### src/rtl/dp_sequencer.sv
// Multi-cycle control sequencer for the register-file/ALU/RAM datapath:
// fetches instruction words over valid/ready and steps EXEC/MEM/WB cycles.
module dp_sequencer #(
  parameter int unsigned DATA_W   = 64,
  parameter int unsigned RETIRE_W = 16,
  parameter int unsigned WRITE_R0 = 1
) (
  input  logic                clock,
  input  logic                reset,
  input  logic                instr_valid,
  input  logic [31:0]         instr,
  output logic                instr_ready,
  input  logic [DATA_W-1:0]   aluOut,
  input  logic [DATA_W-1:0]   ramOut,
  input  logic [3:0]          status,
  output logic                write,
  output logic [4:0]          writeReg,
  output logic [DATA_W-1:0]   data,
  output logic [4:0]          readA,
  output logic [4:0]          readB,
  output logic [4:0]          sel,
  output logic                cin,
  output logic                muxSel,
  output logic                writeRam,
  output logic                busy,
  output logic                halted,
  output logic [3:0]          flags,
  output logic [RETIRE_W-1:0] retired
);

  typedef enum logic [2:0] {
    S_IDLE,
    S_EXEC,
    S_MEM,
    S_WB,
    S_HALTED
  } state_e;

  typedef enum logic [1:0] {
    C_ALU   = 2'b00,
    C_STORE = 2'b01,
    C_LOAD  = 2'b10,
    C_HALT  = 2'b11
  } class_e;

  state_e              state_q, state_d;
  logic [23:0]         ir_q, ir_d;
  logic [DATA_W-1:0]   result_q, result_d;
  logic [DATA_W-1:0]   data_q, data_d;
  logic [3:0]          flags_q, flags_d;
  logic [RETIRE_W-1:0] retired_q, retired_d;
  class_e              ir_class;
  logic                unused_instr_hi;

  always_comb begin
    writeReg        = ir_q[4:0];
    readA           = ir_q[9:5];
    readB           = ir_q[14:10];
    sel             = ir_q[19:15];
    cin             = ir_q[20];
    muxSel          = ir_q[21];
    ir_class        = class_e'(ir_q[23:22]);
    busy            = (state_q != S_IDLE);
    halted          = (state_q == S_HALTED);
    flags           = flags_q;
    retired         = retired_q;
    unused_instr_hi = ^instr[31:24];
  end

  always_comb begin
    state_d     = state_q;
    ir_d        = ir_q;
    result_d    = result_q;
    data_d      = data_q;
    flags_d     = flags_q;
    retired_d   = retired_q;
    instr_ready = 1'b0;
    write       = 1'b0;
    writeRam    = 1'b0;
    data        = data_q;

    unique case (state_q)
      S_IDLE: begin
        instr_ready = 1'b1;
        if (instr_valid) begin
          ir_d    = instr[23:0];
          state_d = S_EXEC;
        end
      end
      S_EXEC: begin
        unique case (ir_class)
          C_ALU: begin
            result_d = aluOut;
            flags_d  = status;
            state_d  = S_WB;
          end
          C_STORE: begin
            writeRam  = 1'b1;
            retired_d = retired_q + RETIRE_W'(1);
            state_d   = S_IDLE;
          end
          C_LOAD: state_d = S_MEM;
          C_HALT: begin
            retired_d = retired_q + RETIRE_W'(1);
            state_d   = S_HALTED;
          end
          default: state_d = S_IDLE;
        endcase
      end
      S_MEM: begin
        result_d = ramOut;
        state_d  = S_WB;
      end
      S_WB: begin
        data      = result_q;
        data_d    = result_q;
        write     = (WRITE_R0 != 0) || (ir_q[4:0] != 5'd0);
        retired_d = retired_q + RETIRE_W'(1);
        state_d   = S_IDLE;
      end
      S_HALTED: state_d = S_HALTED;
      default:  state_d = S_IDLE;
    endcase

    // Strobes are masked in the reset cycle so an abandoned instruction
    // never reaches the register file or RAM.
    if (reset) begin
      instr_ready = 1'b0;
      write       = 1'b0;
      writeRam    = 1'b0;
    end
  end

  always_ff @(posedge clock) begin
    if (reset) begin
      state_q   <= S_IDLE;
      ir_q      <= '0;
      result_q  <= '0;
      data_q    <= '0;
      flags_q   <= '0;
      retired_q <= '0;
    end else begin
      state_q   <= state_d;
      ir_q      <= ir_d;
      result_q  <= result_d;
      data_q    <= data_d;
      flags_q   <= flags_d;
      retired_q <= retired_d;
    end
  end

endmodule

### config.mk
export PLATFORM = sky130hd
export DESIGN_NAME = dp_sequencer
export DESIGN_NICKNAME = d
export VERILOG_FILES = /design/src/rtl/dp_sequencer.sv
export SDC_FILE = /design/constraint.sdc
export NUM_CORES = 1
export LEC_CHECK = 0
export ABC_AREA = 1
export CORE_UTILIZATION = 41
export CTS_CLUSTER_DIAMETER = 80
export DETAILED_ROUTE_END_ITERATION = 12
export GPL_ROUTABILITY_DRIVEN = 0
export PLACE_DENSITY = 0.77
export SLEW_MARGIN = 20
export SYNTH_ARGS = -nofsm -noshare
export SYNTH_HDL_FRONTEND = slang
export SYNTH_SLANG_ARGS = --single-unit
### constraint.sdc
create_clock -name clock -period 1.4 [get_ports clock]
set_clock_uncertainty 0.05 [all_clocks]
set_input_delay 0.28 -clock clock [delete_from_list [all_inputs] [get_ports clock]]
set_output_delay 0.28 -clock clock [all_outputs]
set_load 0.01 [all_outputs]
======== Yosys cells after proc, flatten, opt, wreduce, memory -nomap -nowiden ========
Cells that the tools add are included.
storage, ports and cells
  output and inout port bits .............. 111
  word-level logic and storage cells ...... 42
  flip-flop bits (word level) ............. 175
cells by class
  $add $sub $neg .......................... 1
  eq/ne operators ......................... 10
  reductions and logical operators ........ 10
  muxes and demuxes ....................... 15
operators by type and width
  cell                                           count
  2-to-1 mux 64 bit                              2
  case mux 64 bit (2 select lines)               1
  case mux 16 bit (2 select lines)               1
  case mux 3 bit (4 select lines)                2
  adder 16 x 1 -> 16 bit, second input constant  1
  2-to-1 mux 16 bit                              1
  AND reduction 2 bit                            4
  2-to-1 mux 1 bit                               7
  == test 3 x 2 -> 1 bit, second input constant  2
  != test 2 bit, second input constant           3
  == test 2 bit, second input constant           2
  nonzero test 2 bit                             2
  == test 3 x 1 -> 1 bit, second input constant  1
  == test 3 bit, second input constant           1
  logical NOT 3 bit                              1
  2-to-1 mux 3 bit                               1
  nonzero test 3 bit                             1
  == test 2 x 1 -> 1 bit, second input constant  1
  logical NOT 2 bit                              1
  OR reduction 2 bit                             1

======== Logic depth before layout (Yosys ltp) ========
Gate-level depths: netlist of the first run.
  word-level depth ........................ 4
  gate-level depth with buffers ........... 9

======== Worst setup path before layout of the first run ========
OpenSTA, ideal clock, no wires.
  kind .................................... register -> output
  start point ............................. reg state_q[0]
  end point ............................... out data[0]
  data arrival time ....................... 1.184 ns
  cell stages (with the launch flop) ...... 8
  path slack .............................. -0.114 ns
  required time ........................... 1.070 ns
  cell sequence ........................... dfxtp_1 -> inv_1 -> nor2_1 -> nand2_1 -> buf_2 -> buf_2 -> o21ai_0 -> inv_1
on the way
  cells in the longest elaborated chain, start to end .. 2
ends and longest elaborated chain
  element                   line  RTL
  start: declaration        46    state_e state_q, state_d;
  start signal: assignment  143   state_q <= state_d;
  == test 3 x 2 -> 1 bit    82    unique case (state_q)
  2-to-1 mux 64 bit         82
  end: declaration          18    output logic [DATA_W-1:0] data,
No other way between the ends.

======== Final worst setup path of the first run ========
  start point ............................. reg state_q[0]
  end point ............................... out data[9]
The elaborated chain is that of the path after synthesis.

==> impl_metrics.py, run 1 <==
metrics = {
    "timing": {
        "fin_hold_ws_ps": 355.7,
        "rsz0062_at_grt": "true",
        "finalCritPeriodShare_pct": 168.0,
        "relSlewSlack_pct": 67.53,
        "hold_viol_final": 0,
        "tightest_slew_ps": 487.0,
        "layout_setup_ws_ps": -952.7,
        "slew_viol_final": 0,
        "fmax_ghz": 0.4250,
        "finalSetupTns_ps": -89870,
        "min_period_ps": 2353,
        "setup_viol": 229,
    },
    "grt": {
        "grt_usage_pct": 29.62,
        "grt_max_degree": 69,
        "grt_pass1_wl_mm": 45.11,
        "antenna_found_initial": 2,
        "grt_pass1_vias": 8579,
        "gr-total-overflow": 0,
    },
    "placed_design": {
        "dpl.hpwl_mm": 14.65,
        "portBuffers": 269,
        "place_ws_ps": -590.8,
        "dpl-instance-area_um2": 10800,
    },
    "pwr": {
        "power.leakage_nw": 7.154,
        "irDropWorstVdd_mv": 0.9222,
        "power_density_nw_per_um2": 1194,
    },
    "clocking": {
        "htree_levels": 4,
        "cts_made_buffers": 17,
        "cts_tree": "done",
        "clock_path_buffers": 2,
        "root_buffer": "clkbuf_16",
        "clk_pin_slew_ps": 80,
        "worst_skew_pair.late_latency_ps": 430,
        "cts.sinks": 175,
    },
    "synth": {
        "syn_area_um2": 7809,
        "ys_top_cells_by_area": "dfxtp_1, nand2_1, nor2_1",
        "synth_top_area_share_pct": 44.86,
        "synth_cell_types": 27,
        "synth_top_area_cell": "dfxtp_1",
        "ys_ff_latch": 175,
        "synth_seq_area_share_pct": 44.86,
        "ys_async_sr_fraction_pct": 0,
        "syn_nets": 1351,
        "synth_ff_type": "dfxtp_1",
        "yosysMostFrequentCell": "nand2_1",
        "ys_top_cells_by_count": "nand2_1, nor2_1, dfxtp_1",
        "synth-edff-count": 0,
        "syn_inst": 1183,
        "avgSynthCellArea_um2": 6.601,
        "ys.warnings.count": 0,
    },
    "setup_path": {
        "crit_path_start": "state_q[0]",
        "critPathCaptureType": "output port",
        "arrival_ps": 2020,
        "worstPathRequired_ps": 1070,
        "start_kind": "flip-flop",
        "rr_endpoint": "data_q[30]",
        "crit_fanout": 6,
        "worstRegToRegCells": 15,
        "reg2reg_setup_slack_ps": -560,
        "crit_path_end": "data[9]",
        "crit_type": "flip-flop to output port",
        "regToRegStartpoint": "state_q[0]",
    },
    "routing": {
        "met1Wirelength_mm": 14.13,
        "via_per_inst": 5.519,
        "first_iter_violations": 955,
        "vias": 9917,
        "ant_nets": 0,
        "avgRoutedWirePerCell_um": 22.41,
        "wl_met3_mm": 4.056,
        "top_layer": "met5",
        "drc": 0,
        "drt_wl_total_mm": 40.28,
        "detail_route.first_pass.iterations": 5,
        "routed-wl-met2_mm": 19.03,
    },
    "finish": {
        "drive_above_1_share_pct": 42.06,
        "nets": 1717,
        "area_delta_synth_final_pct": 96.70,
        "design_area_um2": 15360,
        "fin_util_pct": 82.11,
    },
    "floorplanning": {
        "rows": 50,
        "chipHeight_um": 140.0,
        "die_w_um": 140.0,
        "initial_core_util_pct": 41.75,
        "coreArea_um2": 18710,
        "io_pins": 278,
        "dieArea_um2": 19600,
    },
    "outcome": {
        "status": "complete, but fails checks",
        "violations": "setup timing",
    },
    "run": {
        "drv_cap": 0,
    },
    "hold_path": {
        "hp-class": "input pin to flip-flop",
    },
}
==> cell type report <==
type	instances	area (um2)
timing repair inverter	1	11.26
clock inverter	14	173.9
inverter	175	701.9
antenna	1	2.502
multi-input combinational	750	5111
fill	987	3346
timing repair buffer	429	5105
sequential	175	3522
tap	234	292.8
clock buffer	18	439.2
==> layout by cell type, fill, tap and decap left out, drive strengths merged, types with 4 or more instances in the layout <==
master           n
nand2          296
nor2           234
buf            207
inv            181
dfxtp          175
o21ai          164
clkdlybuf4s50  157
clkbuf          40
a21oi           35
dlygate4sd2     32
clkdlybuf4s15   11
nand3           10
clkinv           6
nor3             4
==> power breakdown <==
part	switching (mW)	internal [mW]	total [mW]
Sequential	0.628	5.56	6.19
Clock	2.31	2.76	5.08
Combinational	3.70	3.38	7.08
Total	6.64	11.7	18.3
==> registers in the layout, indices dropped and copies added (netlist names) <==
signal,flops
data_q,64
flags,4
ir_q,24
result_q,64
retired,16
state_q,3
==> critical path, stage by stage, from the launching register on <==
cell and delay (ps):
dfxtp_2 340, inv_2 40, nor2_4 160, buf_4 140, buf_6 100, nand2_4 80
buf_12 170, nand2_2 150, o21ai_2 100, inv_1 80, clkdlybuf4s15_2 230
==> layer usage <==
layer	global-route usage, %	up-vias
met2	52.05	707
met5	0	-
met1	34.96	4649
met4	12.20	2
li1	-	4315
met3	6.291	244
==> through the flow <==
| stage | cells | power, mW |
|---|---|---|
| final | 1797 | 18.34 |
| after global routing | 1797 | 18.84 |
| after CTS | 1760 | 16.24 |
| after detailed placement | 1652 | 9.360 |
| after global placement | 1652 | 9.292 |
| after floorplan | 1183 | 7.762 |
==> worst min path at each step <==
stage / start / endpoint / slack, ps / depth (start not counted)
after global placement: ir_q[16] / ir_q[16] / 380 / 2
after floorplan: ir_q[10] / ir_q[10] / 370 / 2
after global routing: reset / data_q[51] / 370 / 3
after CTS: reset / data_q[2] / 320 / 3
after detailed placement: ir_q[5] / ir_q[5] / 380 / 2
final: reset / data_q[39] / 360 / 3
==> logic make-up (layout without fill, tap and decap cells) <==
logic type	Yosys count	after routing	share of synthesized area, %
compound gates	201	201	12.96
fa+ha+maj	1	1	0.1602
buf+inv	260	637	15.01
flops	175	175	44.86
other cells	0	1	0
simple gates	546	548	27.00
==> repair_timing <==
action                                  4_1_cts  5_1_grt
pin swaps                                    83       80
gates resized for setup                     659      454
hold buffers                                  0        0
buffers inserted                             43       31
cloned                                       33       22
endpoints found under the setup margin      225      241
(Power assumes the default switching activity.)
==> run 2: changes to the inputs <==
- ABC_CLOCK_PERIOD_IN_PS: unset -> 1400
==> results of run 2 <==
Final layout, timing and power as in run 1 (identical DEF).
